$ cat config.mk
export PLATFORM = sky130hd
export DESIGN_NAME = counter_range_sched
export DESIGN_NICKNAME = d
export VERILOG_FILES = /design/src/rtl/counter_range_sched.sv
export SDC_FILE = /design/constraint.sdc
export NUM_CORES = 1
export LEC_CHECK = 0
export ABC_CLOCK_PERIOD_IN_PS = 3500
export CAP_MARGIN = 0
export CORE_MARGIN = 10
export CORE_UTILIZATION = 46
export CTS_CLUSTER_DIAMETER = 30
export DETAILED_ROUTE_END_ITERATION = 12
export PLACE_DENSITY = 0.95
export SLEW_MARGIN = 20
export SYNTH_ARGS = -nofsm -noshare
export SYNTH_HDL_FRONTEND = slang
export SYNTH_SLANG_ARGS = --single-unit
$ cat constraint.sdc
create_clock -name clock -period 3.5 [get_ports clock]
set_clock_uncertainty 0.2 [all_clocks]
set_input_delay 0.525 -clock clock [delete_from_list [all_inputs] [get_ports clock]]
set_output_delay 0.525 -clock clock [all_outputs]
set_load 0.05 [all_outputs]
$ cat src/rtl/counter_range_sched.sv
// Shared up-counter scheduler: a two-way arbiter grants one [start, end] window at a time.
// Optional feature: define RR_ARB_EN for round-robin arbitration; otherwise req0 has fixed priority.
module counter_range_sched #(
    parameter int WIDTH = 7
) (
    input  logic             clock,
    input  logic             reset,
    input  logic             req0,
    input  logic [WIDTH-1:0] start0,
    input  logic [WIDTH-1:0] end0,
    input  logic             req1,
    input  logic [WIDTH-1:0] start1,
    input  logic [WIDTH-1:0] end1,
    output logic             gnt0,
    output logic             gnt1,
    output logic             busy,
    output logic [WIDTH-1:0] count,
    output logic             count_valid,
    output logic             done,
    output logic             done_id
);

    typedef enum logic [1:0] {
        ST_IDLE  = 2'd0,
        ST_COUNT = 2'd1,
        ST_DONE  = 2'd2
    } state_t;

    state_t           state_q, state_d;
    logic [WIDTH-1:0] count_q, count_d;
    logic [WIDTH-1:0] end_q, end_d;
    logic             owner_q, owner_d;
    logic             ptr_q, ptr_d;

    logic [1:0]       req_vec;
    logic [WIDTH-1:0] start_sel;
    logic [WIDTH-1:0] end_sel;
    logic             any_req;
    logic             winner;
    logic             at_end;
    logic [1:0]       gnt_vec;

    assign req_vec = {req1, req0};
    assign any_req = |req_vec;
    assign at_end  = (count_q == end_q);

    // Arbitration: only meaningful when any_req is high.
    always_comb begin
        winner = 1'b0;
`ifdef RR_ARB_EN
        if (req0 && req1)
            winner = ptr_q;
        else
            winner = req1;
`else
        winner = !req0;
`endif
    end

    always_comb begin
        start_sel = winner ? start1 : start0;
        end_sel   = winner ? end1   : end0;
    end

    // State register and job registers.
    always_ff @(posedge clock or negedge reset) begin
        if (!reset) begin
            state_q <= ST_IDLE;
            count_q <= '0;
            end_q   <= '0;
            owner_q <= 1'b0;
            ptr_q   <= 1'b0;
        end else begin
            state_q <= state_d;
            count_q <= count_d;
            end_q   <= end_d;
            owner_q <= owner_d;
            ptr_q   <= ptr_d;
        end
    end

    // Next-state logic.
    always_comb begin
        state_d = state_q;
        unique case (state_q)
            ST_IDLE:  if (any_req) state_d = ST_COUNT;
            ST_COUNT: if (at_end)  state_d = ST_DONE;
            ST_DONE:  state_d = ST_IDLE;
            default:  state_d = ST_IDLE;
        endcase
    end

    // Job datapath: window endpoints are captured only on the grant edge.
    always_comb begin
        count_d = count_q;
        end_d   = end_q;
        owner_d = owner_q;
        ptr_d   = ptr_q;
        case (state_q)
            ST_IDLE: begin
                if (any_req) begin
                    count_d = start_sel;
                    end_d   = end_sel;
                    owner_d = winner;
`ifdef RR_ARB_EN
                    ptr_d   = !winner;
`endif
                end
            end
            ST_COUNT: begin
                // Natural modulo-2^WIDTH wrap handles end < start.
                if (!at_end)
                    count_d = count_q + WIDTH'(1);
            end
            default: ;
        endcase
    end

    generate
        for (genvar gi = 0; gi < 2; gi++) begin : g_gnt
            assign gnt_vec[gi] = (state_q == ST_COUNT) && (owner_q == 1'(gi));
        end
    endgenerate

    // Output logic.
    always_comb begin
        gnt0        = gnt_vec[0];
        gnt1        = gnt_vec[1];
        busy        = (state_q != ST_IDLE);
        count       = count_q;
        count_valid = (state_q == ST_COUNT);
        done        = (state_q == ST_DONE);
        done_id     = (state_q == ST_DONE) && owner_q;
    end

endmodule

==> impl_results.md <==
- GP Congestion: 1.022
- Port buffer count: 44
- Met2 routed wirelength: 1688 µm
- DRT iter0 DRCs: 111
- Critical Path Slowest Stage Cell: clkdlybuf4s50_1
- Via count: 1147
- Crit path max fanout: 12
- Worst-Skew Late Latency: 0.30 ns
- Final nets: 196
- CP Capture Type: output pin
- Maximum buffer depth of the clock tree: 2
- Crit path time final: 3.074 ns
- Hold Path Class: reg2reg
- DRC: 0
- Power Density: 227.3 nW/µm²
- Cell variety after synth: 38
- Drt total wl: 3424 µm
- I/O pin cnt: 45
- Top post-synthesis cells by count: 17 x dfrtp_1, 13 x nand2_1, 10 x o21ai_0, 9 x mux2i_1
- Core area: 2297 µm²
- Predominant post-synthesis flop cell: dfrtp_1
- All-Layer GR Usage: 13.32%
- Status: completed
- Max Cap Viol: 0
- Top cells by area, synth: dfrtp_1 37%, mux2i_1 7.9%, xnor2_1 4.6%, o21ai_0 4.4%, nand2_1 4.3%
- WL met3: 260 µm
- Post-CTS Setup Inserts: 0
- CTS tree: done
- Tot Pwr: 364.3 µW
- Average cell area after synthesis: 9.520 µm²
- Antenna fix cells: 0
- Initial Utilization: 49.73%
- Most common cell in the synthesized netlist: dfrtp_1
- Yosys top cell by area: dfrtp_1
- Share of cells above drive strength 1: 9.877%
- CTS sink count: 17
- GRT overflow: 0
- Slew @ Worst Pin: 0.7835 ns
- Max-slew headroom: 47.60%
- WL per Instance: 18.02 µm
- Peak supply drop: 0.1491 mV
- Fin. Hold Viols: 0
- Syn Nets: 153
- # H-tree levels: 1
- CTS clk-pin slew, worst paths: 0.11 ns
- Pins Over Slew Limit: 0
- CTS Buf Count: 3
- Setup Crit Path Kind: reg2out
- CTS Hold Bufs: 0
- Area grow syn2layout: 40.31%
- Async set or reset register ratio after synthesis: 100.0%
- Filler instances: 174
- Post-synthesis cell count: 120
- Yosys warnings: 0
- EDFF count, synth: 0
- Achievable frequency: 0.3253 GHz
- Share of the synthesized area in the top cell type: 37.24%
- Post_cts resized: 0
- #FFs+latches synth: 17
- Largest net degree at the start of global routing: 21
- Met1 WL: 1389 µm
- FF/Latch Area: 425.4 µm²
- Highest routed layer: met4
- Vias in the first global route: 1165
- Die area: 4877 µm²
- Seq/Total Area, Yosys: 37.24%
- Leak: 0.6409 nW
- Final setup fails: 0
- Crit-path max cell delay: 0.83 ns
- Drt first pass iters: 4
- Unrepaired setup endpoints after global routing: false
- Post-DP HPWL: 2628 µm
- Critical Path Source Type: flop
- First-pass GRT wire length: 5492 µm
- DRT antenna net count: 0
- Area of the multi-input gates: 660.6 µm²
- FP Rows: 17
- Chip width: 69.84 µm
- Root buffer cell: clkbuf_4
- Mapped Area: 1142 µm²
- Fin crit share: 87.83%
- Initial antenna violation count: 0
- Data required, critical path: 2.77 ns
- Worst EP arrival: 2.35 ns
- Fin Setup TNS: 0 ns
- Vias per cell: 6.037
- Cell Chain, Critical Path: nand2b_1 -> inv_1 -> and2_1 -> clkdlybuf4s50_1
- Die Span Y: 69.84 µm
-- layout make-up --
cell class,count,share of cell area [%]
repair buffers,45,27.95
inverters,2,0.4684
flip-flops and latches,17,26.54
clock buffers,4,1.639
well taps,28,2.186
multi-input cells,94,41.22
-- where the power goes --
part	leakage, nW	internal (mW)	switching, mW	total (mW)
clock	0.0150	0.0444	0.0671	0.111
sequential	0.213	0.196	0	0.196
combinational	0.413	0.0398	0.0167	0.0565
total	0.641	0.281	0.0837	0.364
-- worst max-delay path, delay by kind of cell (launching register included) --
kind / cells / cell delay, ns
buffers and inverters: 2 / 1.11
DFF: 1 / 0.42
and+or+nand+nor: 2 / 0.52
-- kinds of logic after synthesis --
logic type / after synthesis / share of synthesized area, %
buffers and inverters: 9 / 4.928
DFF: 17 / 37.24
muxes: 13 / 11.83
AOI/OAI and AO/OA: 32 / 19.94
xor gates and xnor gates: 7 / 6.024
adders and majority gates: 1 / 1.095
and+or+nand+nor: 41 / 18.95
-- final timing paths --
kind	slack, ns	start	cells past startpoint	end
worst max-delay path	0.43	state_q[1]	4	gnt1
worst min-delay path	0.31	end_q[3]	2	end_q[3]
worst max register to register	1.70	state_q[1]	4	count[1]
worst min register to register	0.31	end_q[3]	2	end_q[3]
max in group asynchronous	2.14	reset	1	count[3]
min in group asynchronous	0.46	reset	1	count[5]
-- layer usage --
layer	track usage [%]	up-vias
li1	-	527
met1	15.52	533
met2	22.68	78
met3	1.854	9
met4	7.174	0
met5	0	-
-- sequential cells by signal (all words and copies together), names as in the netlist --
signal   cells
end_q        7
state_q      2
count        7
owner_q      1
-- stage by stage --
stage	area, µm²	std cells	setup slack (ns)	hold slack [ns]	utilization (%)
after global routing	1603	190	0.3743	0.3475	69.77
after global placement	1577	186	0.9084	0.2879	68.63
after floorplan	1142	120	1.124	0.02941	-
after CTS	1603	190	0.4686	0.3208	69.77
after detailed placement	1577	186	0.8132	0.2950	68.63
final	1603	190	0.4260	0.3110	69.77
-- layout by cell type, fill, tap and decap left out, types with 3 or more instances in the layout --
cell / count
clkdlybuf4s50_1: 44
o32ai_1: 3
a21oi_1: 6
a211oi_1: 5
dfrtp_1: 17
nor3_1: 3
nand3_1: 3
o21ai_0: 10
nand2_1: 13
xnor2_1: 6
nor2_1: 6
clkbuf_4: 3
and3_1: 4
mux2i_1: 9
mux2_2: 4
Note: power is estimated with default switching activity, not from simulation.
